[src/rtl/m_axi_read_poller.sv]
// AXI4-Lite read poller: repeatedly reads one register until (data & mask) == expect,
// the try budget runs out, the slave errors, or the poll is aborted. Optional macro: M_AXI_READ_POLL_PROFILE_EN.
module m_axi_read_poller #(
  parameter int GLOB_ADDR_WIDTH     = 32,
  parameter int GLOB_DATA_WIDTH     = 32,
  parameter int POLL_GAP            = 16,
  parameter int POLL_GAP_WIDTH      = 8,
  parameter int POLL_TRIES_WIDTH    = 16,
  parameter int POLL_MAX_TRIES      = 1000,
  parameter int BANK1_PROFILE_WIDTH = 32
) (
  input  logic                           clk,
  input  logic                           reset,
  input  logic                           poll_start,
  input  logic                           poll_abort,
  input  logic [GLOB_ADDR_WIDTH-1:0]     poll_addr,
  input  logic [GLOB_DATA_WIDTH-1:0]     poll_mask,
  input  logic [GLOB_DATA_WIDTH-1:0]     poll_expect,
  output logic                           poll_busy,
  output logic                           poll_done,
  output logic                           poll_ok,
  output logic                           poll_timeout_err,
  output logic                           poll_resp_err,
  output logic                           poll_aborted,
  output logic [GLOB_DATA_WIDTH-1:0]     poll_last_data,
  output logic [POLL_TRIES_WIDTH-1:0]    poll_tries,
  output logic [BANK1_PROFILE_WIDTH-1:0] poll_cycle_cnt,
  output logic [GLOB_ADDR_WIDTH-1:0]     M_AXI_ARADDR,
  output logic                           M_AXI_ARVALID,
  input  logic                           M_AXI_ARREADY,
  input  logic [GLOB_DATA_WIDTH-1:0]     M_AXI_RDATA,
  input  logic [1:0]                     M_AXI_RRESP,
  input  logic                           M_AXI_RVALID,
  output logic                           M_AXI_RREADY
);

  // Handshakes: a beat transfers on the rising edge where valid && ready are both high;
  // ARVALID/ARADDR never change while waiting for ARREADY, and RREADY is high only in DATA.

  typedef enum logic [1:0] {IDLE, ADDR, DATA, GAP} state_t;

  localparam logic [POLL_GAP_WIDTH-1:0]   GAP_LOAD  = POLL_GAP_WIDTH'(POLL_GAP);
  localparam logic [POLL_TRIES_WIDTH-1:0] TRY_LIMIT = POLL_TRIES_WIDTH'(POLL_MAX_TRIES);

  state_t                      state;
  logic [GLOB_ADDR_WIDTH-1:0]  addr_q;
  logic [GLOB_DATA_WIDTH-1:0]  mask_q;
  logic [GLOB_DATA_WIDTH-1:0]  expect_q;
  logic [POLL_GAP_WIDTH-1:0]   gap_cnt;
  logic [POLL_TRIES_WIDTH-1:0] tries_next;
  logic                        data_match;
  logic                        budget_spent;

  // Only RRESP[1] (SLVERR/DECERR) matters; EXOKAY is treated like OKAY.
  logic unused_rresp_lsb;
  assign unused_rresp_lsb = M_AXI_RRESP[0];

  always_comb begin
    tries_next   = (&poll_tries) ? poll_tries : poll_tries + 1'b1;
    data_match   = ((M_AXI_RDATA & mask_q) == expect_q);
    budget_spent = (POLL_MAX_TRIES != 0) && (tries_next == TRY_LIMIT);
  end

  always_ff @(posedge clk) begin
    if (reset) begin
      state            <= IDLE;
      addr_q           <= '0;
      mask_q           <= '0;
      expect_q         <= '0;
      gap_cnt          <= '0;
      poll_busy        <= 1'b0;
      poll_done        <= 1'b0;
      poll_ok          <= 1'b0;
      poll_timeout_err <= 1'b0;
      poll_resp_err    <= 1'b0;
      poll_aborted     <= 1'b0;
      poll_last_data   <= '0;
      poll_tries       <= '0;
      M_AXI_ARADDR     <= '0;
      M_AXI_ARVALID    <= 1'b0;
      M_AXI_RREADY     <= 1'b0;
    end else begin
      poll_done <= 1'b0;
      case (state)
        IDLE: begin
          if (poll_start) begin
            addr_q           <= poll_addr;
            mask_q           <= poll_mask;
            expect_q         <= poll_expect;
            poll_tries       <= '0;
            poll_ok          <= 1'b0;
            poll_timeout_err <= 1'b0;
            poll_resp_err    <= 1'b0;
            poll_aborted     <= 1'b0;
            poll_busy        <= 1'b1;
            M_AXI_ARVALID    <= 1'b1;
            M_AXI_ARADDR     <= poll_addr;
            state            <= ADDR;
          end
        end
        ADDR: begin
          // Abort is deliberately not looked at here: the AR beat must complete.
          if (M_AXI_ARREADY) begin
            M_AXI_ARVALID <= 1'b0;
            M_AXI_ARADDR  <= '0;
            M_AXI_RREADY  <= 1'b1;
            state         <= DATA;
          end
        end
        DATA: begin
          if (M_AXI_RVALID) begin
            M_AXI_RREADY   <= 1'b0;
            poll_last_data <= M_AXI_RDATA;
            poll_tries     <= tries_next;
            if (M_AXI_RRESP[1]) begin
              poll_resp_err <= 1'b1;
              poll_done     <= 1'b1;
              poll_busy     <= 1'b0;
              state         <= IDLE;
            end else if (data_match) begin
              poll_ok   <= 1'b1;
              poll_done <= 1'b1;
              poll_busy <= 1'b0;
              state     <= IDLE;
            end else if (budget_spent) begin
              poll_timeout_err <= 1'b1;
              poll_done        <= 1'b1;
              poll_busy        <= 1'b0;
              state            <= IDLE;
            end else if (poll_abort) begin
              poll_aborted <= 1'b1;
              poll_done    <= 1'b1;
              poll_busy    <= 1'b0;
              state        <= IDLE;
            end else if (POLL_GAP == 0) begin
              M_AXI_ARVALID <= 1'b1;
              M_AXI_ARADDR  <= addr_q;
              state         <= ADDR;
            end else begin
              gap_cnt <= GAP_LOAD;
              state   <= GAP;
            end
          end
        end
        GAP: begin
          // The counter holds the remaining idle cycles including this one.
          if (poll_abort) begin
            poll_aborted <= 1'b1;
            poll_done    <= 1'b1;
            poll_busy    <= 1'b0;
            state        <= IDLE;
          end else if (gap_cnt <= 1) begin
            M_AXI_ARVALID <= 1'b1;
            M_AXI_ARADDR  <= addr_q;
            state         <= ADDR;
          end else begin
            gap_cnt <= gap_cnt - 1'b1;
          end
        end
        default: begin
          state         <= IDLE;
          poll_busy     <= 1'b0;
          M_AXI_ARVALID <= 1'b0;
          M_AXI_ARADDR  <= '0;
          M_AXI_RREADY  <= 1'b0;
        end
      endcase
    end
  end

`ifdef M_AXI_READ_POLL_PROFILE_EN
  // Counts cycles spent busy in the current or most recent poll, saturating.
  always_ff @(posedge clk) begin
    if (reset) begin
      poll_cycle_cnt <= '0;
    end else if (state == IDLE && poll_start) begin
      poll_cycle_cnt <= '0;
    end else if (state != IDLE && !(&poll_cycle_cnt)) begin
      poll_cycle_cnt <= poll_cycle_cnt + 1'b1;
    end
  end
`else
  assign poll_cycle_cnt = '0;
`endif

endmodule

[config.mk]
export PLATFORM = sky130hd
export DESIGN_NAME = m_axi_read_poller
export DESIGN_NICKNAME = d
export VERILOG_FILES = /design/src/rtl/m_axi_read_poller.sv
export SDC_FILE = /design/constraint.sdc
export NUM_CORES = 1
export LEC_CHECK = 0
export ABC_AREA = 1
export BUFFER_PORTS_ARGS = -buffer_cell sky130_fd_sc_hd__buf_2
export CAP_MARGIN = 20
export CORE_MARGIN = 2
export CORE_UTILIZATION = 40
export DETAILED_ROUTE_END_ITERATION = 8
export PLACE_DENSITY = 0.69
export SYNTH_ARGS = -nofsm -noshare
export SYNTH_HDL_FRONTEND = slang
export SYNTH_SLANG_ARGS = --single-unit
[constraint.sdc]
create_clock -name clk -period 2 [get_ports clk]
set_clock_uncertainty 0.1 [all_clocks]
set_input_delay 0.2 -clock clk [delete_from_list [all_inputs] [get_ports clk]]
set_output_delay 0.2 -clock clk [all_outputs]
set_load 0.005 [all_outputs]
==> impl_results.md <==
- Outcome: finished, violations left
- Failing checks: setup timing
- Reg clk slew, reported paths: approximately 0.08 ns
- Io pins: about 260
- Initial antenna violation count: 0
- Fill cell count: approximately 1,900
- Total GRT Usage: 0.235
- Average size of a mapped cell: between 7 and 8 um2
- Hold Path Sink: poll_last_data[27]$_SDFFE_PP0P_
- Critical Path RT: between 2 and 2.5 ns
- Final setup margin: -0.252 ns
- Final hold vios: 0
- First-pass GRT wire length: roughly 46,000 um
- Max Used Layer: met4
- DR vias: 9,722
- Lkg Pwr: between 0.005 and 0.006 uW
- Vias/cell: around 5
- Final slew viol count: 0
- Total power: 14,300 uW
- Gate Count Post-Synth: between 1,000 and 1,500
- Fin crit share: 1.13
- H-tree levels: 4
- Max frequency: 444 MHz
- Setup-failing EPs final: 15
- Internal reg-to-reg setup slack: -0.25 ns
- PD cells: around 1100 mW/mm2
- Gpl congestion: between 0.8 and 0.9
- Crit-path max FO: 8
- Crit path kind: reg2reg
- Hold Path Cell Cnt: 3
- Number of DRC markers in iteration 0: about 620
- Fin util: 0.596
- # diodes: 0
- Yosys cell types: 37
- Die Ht: 153 um
- Fin crit period: around 2.3 ns
- Layout area overhead: 46.4%
- Synth Register Bits: 194
- Seq/Total Area, Yosys: 0.439
- Core footprint: about 0.022 mm2
- Max VDD drop: about 0.00067 V
- Port Buf Inserts: around 220
- Total global routing overflow: 0
- DRT Pass-1 Iters: 5
- Yosys Warn Count: 0
- Antenna Nets Post-Route: 0
- Nets: roughly 1,800
- DRT met1 WL: 12,500 um
- Yosys top cell area share: 0.439
- Critical Path AT: about 2.5 ns
- Share of layout cells above drive strength 1: 0.260
- Clock root buffer: clkbuf_16
- CTS tree: done
- Largest net degree at the start of global routing: 60
- HPWL Detailed: approximately 18,000 um
- Clock latency on the worst-skew pair: 0.43 ns
- # rows: between 50 and 60
- DRC Markers: 0
- CTS Buf Count: 17
- CTS sink count: 194
- Die Width: approximately 150 um
- MaxCap Viol Count: 0
- RSZ-0062 raised after global routing: true
- Synthesized area: around 0.0089 mm2
- Starting Density: 0.407
- Reg2Reg Depth: 17
- Wire length on met3: approximately 1500 um
- R2r endpoint: gap_cnt[1]$_SDFFE_PP0P_
- Min-Delay Path Class: in2reg
- Yosys top cell by area: dfxtp_1
- Crit end category: flop
- Number of global-route vias before repair: 9,354
- Critical Path Source Type: flop
- Hold path startpoint: M_AXI_RDATA[27]
- Top cells by area, synth: dfxtp_1 (44%), nor2_1 (12%), o21ai_0 (9.8%)
- Die Footprint: 0.0233 mm2
- Clk buf depth: 2
- WL/cell: about 15 um
- FF-to-FF Start: poll_tries[1]$_SDFFE_PP0P_
- WL final: about 28,000 um
- Met2 routed wirelength: approximately 14,000 um
## synth_stat cells, drive strengths merged
library cell,number
nor2,298
dfxtp,194
nand2,188
o21ai,177
nand3,86
clkbuf,64
inv,58
a21oi,50
buf,39
a31oi,32
xor2,26
nand4,14
ha,8
nor3,4
xnor2,3
or2,2
a211oi,1
a311oi,1
and3,1
clkinv,1
conb,1
nor3b,1
o21bai,1
o31ai,1
o32a,1
## metal layers
metal / vias up / GRT usage
li1: 4855 / -
met1: 4468 / 0.295
met2: 339 / 0.406
met3: 60 / 0.0427
met4: 0 / 0.0776
met5: - / 0
## cells in the final DEF (no fill, tap or decap), types with 3 or more instances in the layout
cell,count
inv_6,5
a21oi_1,44
nor2_1,281
nor2_2,11
nand4_1,14
inv_2,5
a31oi_1,32
buf_12,8
dfxtp_2,6
nand2_1,172
o21ai_0,174
clkbuf_16,19
ha_1,5
nand2_2,10
buf_4,90
dfxtp_1,186
nor2_4,6
nand3_1,78
dlygate4sd3_1,131
buf_2,222
xor2_1,26
conb_1,32
nand2_4,6
nand3_2,7
inv_1,51
xnor2_1,3
buf_6,6
clkinvlp_4,3
a21oi_2,6
## worst max-delay path by stage
stage | cells after the start | slack, ns | start | end
global placement | 16 | -0.20 | poll_tries[0]$_SDFFE_PP0P_ | gap_cnt[1]$_SDFFE_PP0P_
finish | 17 | -0.25 | poll_tries[1]$_SDFFE_PP0P_ | gap_cnt[1]$_SDFFE_PP0P_
detailed placement | 16 | -0.25 | poll_tries[1]$_SDFFE_PP0P_ | gap_cnt[1]$_SDFFE_PP0P_
floorplan | 11 | -0.03 | gap_cnt[0]$_SDFFE_PP0P_ | M_AXI_ARADDR[10]$_SDFFE_PP0P_
CTS | 16 | -0.22 | poll_tries[1]$_SDFFE_PP0P_ | gap_cnt[1]$_SDFFE_PP0P_
global route | 17 | -0.38 | poll_tries[1]$_SDFFE_PP0P_ | gap_cnt[1]$_SDFFE_PP0P_
## where the power goes
part	total (uW)	leakage, uW	switching (uW)	internal, uW
clock network	3530	0.000292	1610	1920
registers	5460	0.00160	552	4910
logic	5280	0.00399	3040	2250
## critical path, cell delays in order, from the launching register on
cell,delay (ns)
dfxtp_4,0.37
ha_4,0.16
nand2_4,0.06
nor2_4,0.19
nand2_4,0.09
nor2_4,0.11
buf_12,0.14
a21oi_2,0.04
nor2_1,0.16
nand2_2,0.09
nor2_4,0.10
nand2_2,0.08
nand2_4,0.08
nand2_4,0.08
nand2_4,0.11
nand2_2,0.08
nand2_2,0.09
nor2_2,0.04
## registers in the layout (all words and copies together) (netlist names)
register,flops
M_AXI_RREADY,1
M_AXI_ARVALID,1
addr_q,32
expect_q,32
poll_resp_err,1
poll_ok,1
poll_aborted,1
poll_last_data,32
poll_tries,16
poll_timeout_err,1
poll_done,1
M_AXI_ARADDR,32
state,2
mask_q,32
poll_busy,1
gap_cnt,8
## stage by stage
stage | std cells | hold WS (ns) | setup WS, ns | setup TNS (ns) | instance area (um2)
4_1_cts | 1942 | 0.0297 | -0.223 | -5.78 | 12700
3_5_place_dp | 1768 | 0.355 | -0.252 | -5.18 | 10700
3_3_place_gp | 1768 | 0.351 | -0.200 | -3.91 | 10700
5_1_grt | 1951 | 0.0752 | -0.377 | -7.43 | 13000
2_1_floorplan | 1283 | 0.216 | -0.0329 | -1.01 | 8990
6_report | 1951 | 0.0530 | -0.252 | -2.57 | 13000
## cells by family after synthesis
logic type,after synthesis,share of synthesized area
DFF,194,0.439
xor gates and xnor gates,29,0.0287
adders and majority gates,8,0.0113
AOI/OAI and AO/OA,264,0.156
buffers and inverters,162,0.0845
other,1,0.000424
and+or+nand+nor,594,0.280
## layout make-up
| cell class | instances | area, um2 | area share |
|---|---|---|---|
| clock buffers | 18 | 439 | 0.0339 |
| flip-flops and latches | 194 | 3900 | 0.301 |
| inverters | 59 | 230 | 0.0178 |
| well taps | 280 | 350 | 0.0270 |
| clock inverters | 14 | 164 | 0.0126 |
| repair buffers | 459 | 3380 | 0.260 |
| multi-input cells | 927 | 4500 | 0.347 |
## what timing repair did
item	CTS	global route
endpoints found under the setup margin	47	65
gates resized for setup	13	40
pin swaps	16	22
buffers inserted	11	7
hold buffers	131	0
hold endpoints to repair	163	0
gates cloned	0	2
No activity file was read; power rests on OpenSTA's default activity.
